**config.mk**
```make
export PLATFORM = sky130hd
export DESIGN_NAME = multi_debouncer
export DESIGN_NICKNAME = d
export VERILOG_FILES = /design/src/rtl/multi_debouncer_pkg.sv /design/src/rtl/multi_debouncer_ch.sv /design/src/rtl/multi_debouncer.sv
export SDC_FILE = /design/constraint.sdc
export NUM_CORES = 1
export LEC_CHECK = 0
export ABC_AREA = 0
export BUFFER_PORTS_ARGS = -buffer_cell sky130_fd_sc_hd__clkbuf_2
export CAP_MARGIN = 20
export CELL_PAD_IN_SITES_DETAIL_PLACEMENT = 1
export CELL_PAD_IN_SITES_GLOBAL_PLACEMENT = 1
export CORE_AREA = 2 2 126 115
export CTS_CLUSTER_SIZE = 24
export DETAILED_ROUTE_END_ITERATION = 10
export DIE_AREA = 0 0 128 117
export PLACE_DENSITY = 0.65
export SYNTH_ARGS = -nofsm -noshare
export SYNTH_HDL_FRONTEND = slang
export SYNTH_SLANG_ARGS = --single-unit
```
**constraint.sdc**
```tcl
create_clock -name clk -period 4.1 [get_ports clk]
set_input_delay 0 -clock clk [delete_from_list [all_inputs] [get_ports clk]]
set_output_delay 0 -clock clk [all_outputs]
set_load 0.01 [all_outputs]
```
**src/rtl/multi_debouncer_pkg.sv**
```systemverilog
// Shared definitions for the multi-channel debouncer.
//   ch_state_e  : per-channel FSM state encoding (2 bits)
//   width_min1  : $clog2 clamped to a minimum of one bit, for counter widths
package multi_debouncer_pkg;

  typedef enum logic [1:0] {
    StReleased    = 2'd0,
    StPressPend   = 2'd1,
    StPressed     = 2'd2,
    StReleasePend = 2'd3
  } ch_state_e;

  function automatic int unsigned width_min1(input int unsigned n);
    return (n <= 1) ? 1 : $clog2(n);
  endfunction

endpackage

```
**src/rtl/multi_debouncer_ch.sv**
```systemverilog
// One debouncer channel: synchronizer chain, 4-state FSM, stability and hold counters,
// registered level and one-cycle strobes.
// Ports:
//   clk           in  system clock
//   rst           in  asynchronous active-low reset
//   tick          in  sample strobe from the shared prescaler
//   btn           in  raw asynchronous button input, 1 = pressed
//   level         out debounced level
//   press         out one-cycle strobe on accepted 0->1
//   release_pulse out one-cycle strobe on accepted 1->0 ("release" is a reserved word)
//   long_press    out one-cycle strobe when the held level reaches LONG_TICKS ticks
module multi_debouncer_ch
  import multi_debouncer_pkg::*;
#(
  parameter int unsigned SYNC_STAGES  = 2,
  parameter int unsigned STABLE_TICKS = 10,
  parameter int unsigned LONG_TICKS   = 1000
) (
  input  logic clk,
  input  logic rst,
  input  logic tick,
  input  logic btn,
  output logic level,
  output logic press,
  output logic release_pulse,
  output logic long_press
);

  localparam int unsigned StabW = width_min1(STABLE_TICKS + 1);
  localparam int unsigned HoldW = width_min1(LONG_TICKS + 1);
  localparam logic [StabW-1:0] StabLast = StabW'(STABLE_TICKS - 1);
  localparam logic [HoldW-1:0] HoldMax  = HoldW'(LONG_TICKS);
  localparam logic [HoldW-1:0] HoldLast = HoldW'(LONG_TICKS - 1);

  logic [SYNC_STAGES-1:0] sync_q;
  logic                   s;

  ch_state_e        state_q, state_d;
  logic [StabW-1:0] stab_q, stab_d;
  logic [HoldW-1:0] hold_q, hold_d;
  logic             level_q, level_d;
  logic             press_q, press_d;
  logic             rel_q, rel_d;
  logic             long_q, long_d;

  assign s = sync_q[SYNC_STAGES-1];

  always_ff @(posedge clk or negedge rst) begin
    if (!rst) begin
      sync_q  <= '0;
      state_q <= StReleased;
      stab_q  <= '0;
      hold_q  <= '0;
      level_q <= 1'b0;
      press_q <= 1'b0;
      rel_q   <= 1'b0;
      long_q  <= 1'b0;
    end else begin
      sync_q  <= {sync_q[SYNC_STAGES-2:0], btn};
      state_q <= state_d;
      stab_q  <= stab_d;
      hold_q  <= hold_d;
      level_q <= level_d;
      press_q <= press_d;
      rel_q   <= rel_d;
      long_q  <= long_d;
    end
  end

  always_comb begin
    state_d = state_q;
    stab_d  = stab_q;
    hold_d  = hold_q;
    level_d = level_q;
    press_d = 1'b0;
    rel_d   = 1'b0;
    long_d  = 1'b0;
    unique case (state_q)
      StReleased: begin
        if (s) begin
          state_d = StPressPend;
          stab_d  = '0;
        end
      end
      StPressPend: begin
        // A single low sample aborts, tick or not.
        if (!s) begin
          state_d = StReleased;
          stab_d  = '0;
        end else if (tick) begin
          if (stab_q == StabLast) begin
            state_d = StPressed;
            press_d = 1'b1;
            level_d = 1'b1;
            hold_d  = '0;
          end else begin
            stab_d = stab_q + StabW'(1);
          end
        end
      end
      StPressed: begin
        // Leaving for RELEASE_PEND freezes hold; it resumes if the dip is rejected.
        if (!s) begin
          state_d = StReleasePend;
          stab_d  = '0;
        end else if (tick && (hold_q != HoldMax)) begin
          hold_d = hold_q + HoldW'(1);
          long_d = (hold_q == HoldLast);
        end
      end
      StReleasePend: begin
        if (s) begin
          state_d = StPressed;
        end else if (tick) begin
          if (stab_q == StabLast) begin
            state_d = StReleased;
            rel_d   = 1'b1;
            level_d = 1'b0;
          end else begin
            stab_d = stab_q + StabW'(1);
          end
        end
      end
      default: state_d = StReleased;
    endcase
  end

  assign level         = level_q;
  assign press         = press_q;
  assign release_pulse = rel_q;
  assign long_press    = long_q;

endmodule

```
**src/rtl/multi_debouncer.sv**
```systemverilog
// N-channel button debouncer: shared sample-tick prescaler plus one independent
// multi_debouncer_ch per channel.
// Ports:
//   clk           in  system clock
//   rst           in  asynchronous active-low reset
//   btn           in  [N_CH] raw button inputs, 1 = pressed
//   level         out [N_CH] debounced levels
//   press         out [N_CH] one-cycle strobes on accepted 0->1
//   release_pulse out [N_CH] one-cycle strobes on accepted 1->0
//   long_press    out [N_CH] one-cycle long-press strobes, at most once per press
module multi_debouncer
  import multi_debouncer_pkg::*;
#(
  parameter int unsigned N_CH         = 4,
  parameter int unsigned SYNC_STAGES  = 2,
  parameter int unsigned TICK_DIV     = 1200,
  parameter int unsigned STABLE_TICKS = 10,
  parameter int unsigned LONG_TICKS   = 1000
) (
  input  logic            clk,
  input  logic            rst,
  input  logic [N_CH-1:0] btn,
  output logic [N_CH-1:0] level,
  output logic [N_CH-1:0] press,
  output logic [N_CH-1:0] release_pulse,
  output logic [N_CH-1:0] long_press
);

  localparam int unsigned CntW = width_min1(TICK_DIV);
  localparam logic [CntW-1:0] CntLast = CntW'(TICK_DIV - 1);

  logic [CntW-1:0] cnt_q, cnt_d;
  logic            tick;

  // With TICK_DIV = 1 the counter sits at 0 and tick is constantly high.
  assign tick  = (cnt_q == CntLast);
  assign cnt_d = tick ? '0 : cnt_q + CntW'(1);

  always_ff @(posedge clk or negedge rst) begin
    if (!rst) begin
      cnt_q <= '0;
    end else begin
      cnt_q <= cnt_d;
    end
  end

  for (genvar i = 0; i < N_CH; i++) begin : g_ch
    multi_debouncer_ch #(
      .SYNC_STAGES (SYNC_STAGES),
      .STABLE_TICKS(STABLE_TICKS),
      .LONG_TICKS  (LONG_TICKS)
    ) u_ch (
      .clk          (clk),
      .rst          (rst),
      .tick         (tick),
      .btn          (btn[i]),
      .level        (level[i]),
      .press        (press[i]),
      .release_pulse(release_pulse[i]),
      .long_press   (long_press[i])
    );
  end

endmodule

```
==> results of run 1 <==
-- cells in the final DEF, fill, tap and decap left out, drive strengths merged, types with 6 or more instances in the layout --
cell	count
dfrtp	99
o21ai	53
nand2	52
nor2	42
clkbuf	33
nand3	28
a21oi	23
inv	18
ha	17
nor3	16
nor4	15
nand4	14
a31oi	13
and3	12
o31ai	12
o211ai	10
xor2	8
and2	8
nor2b	8
nand3b	8
xnor2	7
nand2b	7
and3b	6
a22o	6
-- cell families (layout without fill, tap and decap cells) --
group / Yosys count / after routing
flip-flops: 99 / 99
AO/OA/AOI/OAI: 147 / 147
buffers and inverters: 53 / 62
XOR/XNOR: 15 / 15
AND/OR/NAND/NOR: 237 / 237
adder cells (fa/ha/maj): 17 / 17
multiplexers: 2 / 2
-- sequential cells by signal (all words and copies together), names as in the netlist, named ones only --
signal                   count
g_ch.u_ch.sync_q             8
cnt_q                       11
g_ch.u_ch.level              4
g_ch.u_ch.release_pulse      4
g_ch.u_ch.state_q            4
g_ch.u_ch.stab_q            16
g_ch.u_ch.hold_q            40
g_ch.u_ch.press              4
g_ch.u_ch.long_press         4
-- worst max-delay path, delay by kind of cell, from the launching register on --
| family | cells | cell delay (ns) |
|---|---|---|
| flops | 1 | 0.39 |
| fa+ha+maj | 1 | 0.28 |
| compound gates | 2 | 0.92 |
| simple gates | 3 | 0.89 |
-- power by group --
part | internal [mW] | total, mW | switching (mW)
registers | 0.982 | 0.996 | 0.0142
clock network | 0.503 | 0.862 | 0.359
logic | 0.0166 | 0.0508 | 0.0341
total | 1.50 | 1.91 | 0.407
-- area by class of cell --
| type | instances | area [um^2] | share of cell area (%) |
|---|---|---|---|
| multi-input combinational | 418 | 2633 | 44.71 |
| sequential | 99 | 2477 | 42.07 |
| clock buffer | 13 | 260.3 | 4.420 |
| tap | 172 | 215.2 | 3.655 |
| timing repair buffer | 29 | 200.2 | 3.400 |
| inverter | 18 | 67.56 | 1.147 |
| clock inverter | 2 | 35.03 | 0.5950 |
-- worst max path at each step --
stage | from | to | cells after the start
after floorplan | cnt_q[0] | g_ch[1].u_ch.hold_q[0] | 8
final | cnt_q[0] | g_ch[1].u_ch.hold_q[5] | 6
after global routing | cnt_q[0] | g_ch[1].u_ch.hold_q[5] | 6
after global placement | cnt_q[0] | g_ch[1].u_ch.hold_q[5] | 6
after detailed placement | cnt_q[0] | g_ch[1].u_ch.hold_q[5] | 6
after CTS | cnt_q[0] | g_ch[1].u_ch.hold_q[5] | 6
-- routing by layer --
layer	track usage, %	part of all wire (%)	vias up	wire length (um)
li1	-	-	2089	-
met1	23.13	49	2131	5992
met2	31.23	48	24	5957
met3	4.818	2.2	10	277
met4	4.469	1.0	0	125
met5	0	0	-	0
-- repair_timing --
item                                   4_1_cts  5_1_grt
gates resized for setup                      0        0
hold buffers                                 5        0
endpoints found under the hold margin       78        0
==> metrics.cfg, run 1 <==
[status]
outcome=completed

[placement]
pre_cts_slack_ns=1.494
placed_area_um2=5515
gp_congestion=0.7447
io_buffers=21
dp_hpwl_um=8483
numPlacedInstances=730

[setup_path]
slowest_stage=o21ai_0
reg2reg_depth=6
r2r_end=g_ch[1].u_ch.hold_q[5]
path_max_fanout=13
end_kind=flop
worstSetupPathType=flop to flop
r2r_slack_ns=1.50
worst_r2r_startpoint=cnt_q[0]
crit_chain=ha_1 > and4_2 > nand3_1 > o21ai_0 > nor2_1 > a22o_1
critPathArrivalTime_ns=2.84
start_kind=flop
critical-path-max-stage-delay_ns=0.67
required_ns=4.34

[sta]
fin_crit_sh_pct=63.44
final-max-slew-violation-count=0
max_freq_ghz=0.3845
grt_setup_unrepaired=no
hold_viol_final=0
worst_hold_slack_ns=0.01352
setup_viol=0
worst_pin_slew_ns=0.7787
skew_ns=0.006196
maxSlewHeadroom_pct=47.86
setup_tns_ns=0
finalCriticalPeriod_ns=2.601
layout_setup_ws_ns=1.499

[grt]
grt_pass1_vias=4335
grtUsageTotal_pct=18.19
grt_max_degree=76
grt_pass1_wl_um=21710
gr-total-overflow=0
antenna_found_initial=0

[finish]
area_delta_synth_final_pct=9.595
drive_gt1_share_pct=9.326
diodes=0
nFillCells=1597
utilization_pct=42.83
final_area_um2=5888
fin_nets=598
final_cells=751

[synthesis]
synth_ff_type=dfrtp_1
synth-xor-area-share_pct=2.445
synthesis.area_um2=5373
syn_inst=570
synth_edf_count=0
ys_seq_elements=99
ys_seq_area_share_pct=46.11
synthSimpleGateAreaFrac_pct=24.45
synth_cell_types=63
synth.area.top_cells=dfrtp_1 (46%), o21ai_0 (4.8%), ha_1 (4.0%)
syn-mean-instance-area_um2=9.426
synth_most_common_cell=dfrtp_1
synthMuxAreaShare_pct=0.4192
yosysTopAreaCell=dfrtp_1
synth_top_area_share_pct=46.11
yosys-top-cells-count=dfrtp_1 (99), nand2_1 (52), o21ai_0 (51)
yosys_warnings=0
synth_fa_ha_area_share_pct=3.959
synth_top_family_by_area=simple AND/OR/NAND/NOR gates
syn_nets=593
async_flop_share_pct=100.0
synth_compound_area_share_pct=17.61

[die]
num_rows=41
die_w_um=128
design.core.area_um2=13750
ioPinCount=22
die_y_um=117
start_util_pct=39.08
dieArea_um2=14980

[clock_tree]
insertion_delay_ns=0.35
clockBufferDepth=2
numCtsBuffers=9
h-tree-depth=3
cts_tree=yes
clock_sinks=99
path_clk_slew_ns=0.07
clockRootBuffer=clkbuf_16
post_cts_buffers=0

[route]
route.detailed.drc=0
viasPerCell=5.664
dr_total_vias=4254
route.final.wire_length_um=12350
first_pass_iters=4
ant_nets=0
wl_per_cell_um=16.45
initialDrtViolationCount=166

[power_and_ir_drop]
leakage_nw=2.488
finalPower_mw=1.909
power.density_nw_per_um2=324.2
max-vdd-ir-drop_v=0.0001991

[run]
maxCapViolCount=0

[worst_hold_path]
hold_path.class=input pin to asynchronous set/reset pin

(Power assumes the default switching activity.)
==> run 2, diff against run 1 <==
==> constraint.sdc (replaced) <==
create_clock -name clk -period 2.5 [get_ports clk]
set_input_delay 0 -clock clk [delete_from_list [all_inputs] [get_ports clk]]
set_output_delay 0 -clock clk [all_outputs]
set_load 0.01 [all_outputs]
==> run 2 against run 1 <==
Against the previous run: via count increased by 1.6%; maximum frequency increased by 14%; global-route usage decreased by 0.24 points; sequential cell count unchanged; design area increased by 0.89%; clock power increased by 61%; sequential power increased by 64%; die area unchanged; critical path type unchanged; largest power group unchanged.
==> metrics.cfg, run 2 (synthesis gave the netlist of run 1 again) <==
[sta]
worst_hold_slack_ns=0.1802  ; +0.1666 ns
setup_tns_ns=0  ; unchanged
fin_crit_sh_pct=91.09  ; +28 points
hold_viol_final=0  ; unchanged
layout_setup_ws_ns=0.2227  ; -1.276 ns
finalCriticalPeriod_ns=2.277  ; -0.3238 ns
worst_pin_slew_ns=0.7500  ; -0.02875 ns
final-max-slew-violation-count=0  ; unchanged
max_freq_ghz=0.4391  ; +14%
skew_ns=0.008039  ; +0.001843 ns
setup_viol=0  ; unchanged
grt_setup_unrepaired=no
maxSlewHeadroom_pct=49.78  ; +1.9 points

[grt]
grt_pass1_vias=4397  ; +1.4%
grtUsageTotal_pct=17.95  ; -0.24 points
grt_pass1_wl_um=21630  ; -0.38%
gr-total-overflow=0  ; unchanged
antenna_found_initial=0  ; unchanged
grt_util_met2_pct=29.38  ; -1.9 points
grt_max_degree=59  ; -22%
busiest_layer=met2
gr-usage-met3_pct=4.500  ; -0.32 points
grt.met1_usage_pct=23.87  ; +0.73 points

[finish]
diodes=0  ; unchanged
fin_nets=606  ; +1.3%
area_delta_synth_final_pct=10.57
reg.largest.list=g_ch.u_ch.hold_q (40), g_ch.u_ch.stab_q (16), cnt_q (11)
largest_reg_flops=40  ; unchanged
top_register=g_ch.u_ch.hold_q
utilization_pct=43.21  ; +0.38 points
mostFrequentLayoutCells=dfrtp_1 (99), nand2_1 (52), o21ai_0 (51)
layout_commonest_cell=dfrtp_1
drive_gt1_share_pct=10.88  ; +1.6 points

[clock_tree]
path_clk_slew_ns=0.07  ; about the same
cts_tree=yes
post_cts_buffers=0  ; unchanged
clock_sinks=99  ; unchanged
numCtsBuffers=9  ; unchanged
h-tree-depth=3  ; unchanged
clockRootBuffer=clkbuf_16
insertion_delay_ns=0.35  ; about the same
clockBufferDepth=2  ; unchanged

[power_and_ir_drop]
p_sw_share_pct=21.55  ; +0.21 points
power_switching_mw=0.6692  ; +64%
p_int_mw=2.436  ; +62%
pwr-share-comb_pct=2.8  ; about the same
clkPwrFrac_pct=44.7  ; -0.4 points
max-vdd-ir-drop_v=0.0003141  ; +58%
finalPower_mw=3.105  ; +63%
leakage_nw=2.525  ; +1.5%
power.density_nw_per_um2=522.7  ; +61%
p_seq_share_pct=52.5  ; +0.3 points

[route]
route.final.wire_length_um=12310  ; -0.37%
dr_total_vias=4322  ; +1.6%
viasPerCell=5.687  ; +0.40%
route.detailed.drc=0  ; unchanged
initialDrtViolationCount=241  ; +45%
wl_per_cell_um=16.19  ; -1.6%
first_pass_iters=6  ; +2
ant_nets=0  ; unchanged

[setup_path]
start_kind=flop
required_ns=2.72  ; -1.62 ns
slowest_stage=nand4bb_1
end_kind=flop
worst_r2r_startpoint=cnt_q[6]
critical_path_buf_inv_count=1  ; +1
crit_start=cnt_q[6]
crit_family=compound AO/OA/AOI/OAI gates
reg2reg_depth=6  ; unchanged
critPathArrivalTime_ns=2.50  ; -0.34 ns
worstSetupPathType=flop to flop
r2r_slack_ns=0.22  ; -1.28 ns
path_max_fanout=20  ; +7
critical-path-max-stage-delay_ns=0.45  ; -0.22 ns
crit_path_frequent_cell=o21ai_0
r2r_end=g_ch[2].u_ch.hold_q[2]
crit_chain=nand4bb_1 > nor3_4 > buf_4 > o211ai_1 > o21ai_0 > o21ai_0

[die]
dieArea_um2=14980  ; unchanged
ioPinCount=22  ; unchanged
design.core.area_um2=13750  ; unchanged
start_util_pct=39.08  ; unchanged
die_w_um=128  ; unchanged
die_y_um=117  ; unchanged
num_rows=41  ; unchanged

[placement]
gp_congestion=0.8050  ; +8.1%
io_buffers=21  ; unchanged
dp_hpwl_um=8600  ; +1.4%
pre_cts_slack_ns=0.2255  ; -1.269 ns

[run]
maxCapViolCount=0  ; unchanged

[status]
outcome=completed

[worst_hold_path]
hold_path.class=input pin to asynchronous set/reset pin

==> run 2: worst max-delay path by stage <==
stage,to,slack (ns),cells after the start
after global routing,g_ch[2].u_ch.hold_q[6],0.02,7
after global placement,g_ch[2].u_ch.hold_q[6],0.34,6
after floorplan,g_ch[1].u_ch.hold_q[0],0.59,8
final,g_ch[2].u_ch.hold_q[2],0.22,6
after detailed placement,g_ch[2].u_ch.hold_q[2],0.23,7
after CTS,g_ch[2].u_ch.hold_q[6],0.22,7
==> run 2: worst reg2reg max path: stages (launching register included) <==
cell and delay (ns):
dfrtp_1 0.44, nand4bb_1 0.45, nor3_4 0.24, buf_4 0.28, o211ai_1 0.36, o21ai_0 0.28
o21ai_0 0.11
==> run 2: cell type report <==
| class | instances | area, um^2 |
|---|---|---|
| fill | 1591 | 7807 |
| multi-input combinational | 418 | 2633 |
| sequential | 99 | 2477 |
| clock buffer | 11 | 242.7 |
| tap | 172 | 215.2 |
| inverter | 18 | 67.56 |
| clock inverter | 5 | 52.55 |
| timing repair buffer | 37 | 252.7 |
==> run 2: timing repair <==
item	CTS	global route
gates resized for setup	0	0
hold buffers	5	0
endpoints found under the hold margin	45	0
==> run 2: through the flow <==
stage	cells	cell area, um^2
after global placement	739	5595
after detailed placement	739	5595
after global routing	760	5941
after floorplan	570	5373
after CTS	760	5941
final	760	5941
==> run 2: power groups by stage <==
stage | Clock, mW | Sequential (mW) | Combinational, mW
2_1_floorplan | 0 | 1.65 | 0.0420
3_3_place_gp | 0 | 1.66 | 0.0819
3_5_place_dp | 0 | 1.66 | 0.0838
4_1_cts | 1.46 | 1.63 | 0.0900
5_1_grt | 1.52 | 1.63 | 0.0994
6_report | 1.39 | 1.63 | 0.0858
==> run 2: layer usage <==
metal,part of all wire (%),vias to the layer above
li1,-,2106
met1,49,2162
met2,48,42
met3,2.6,12
met4,0.89,0
met5,0,-
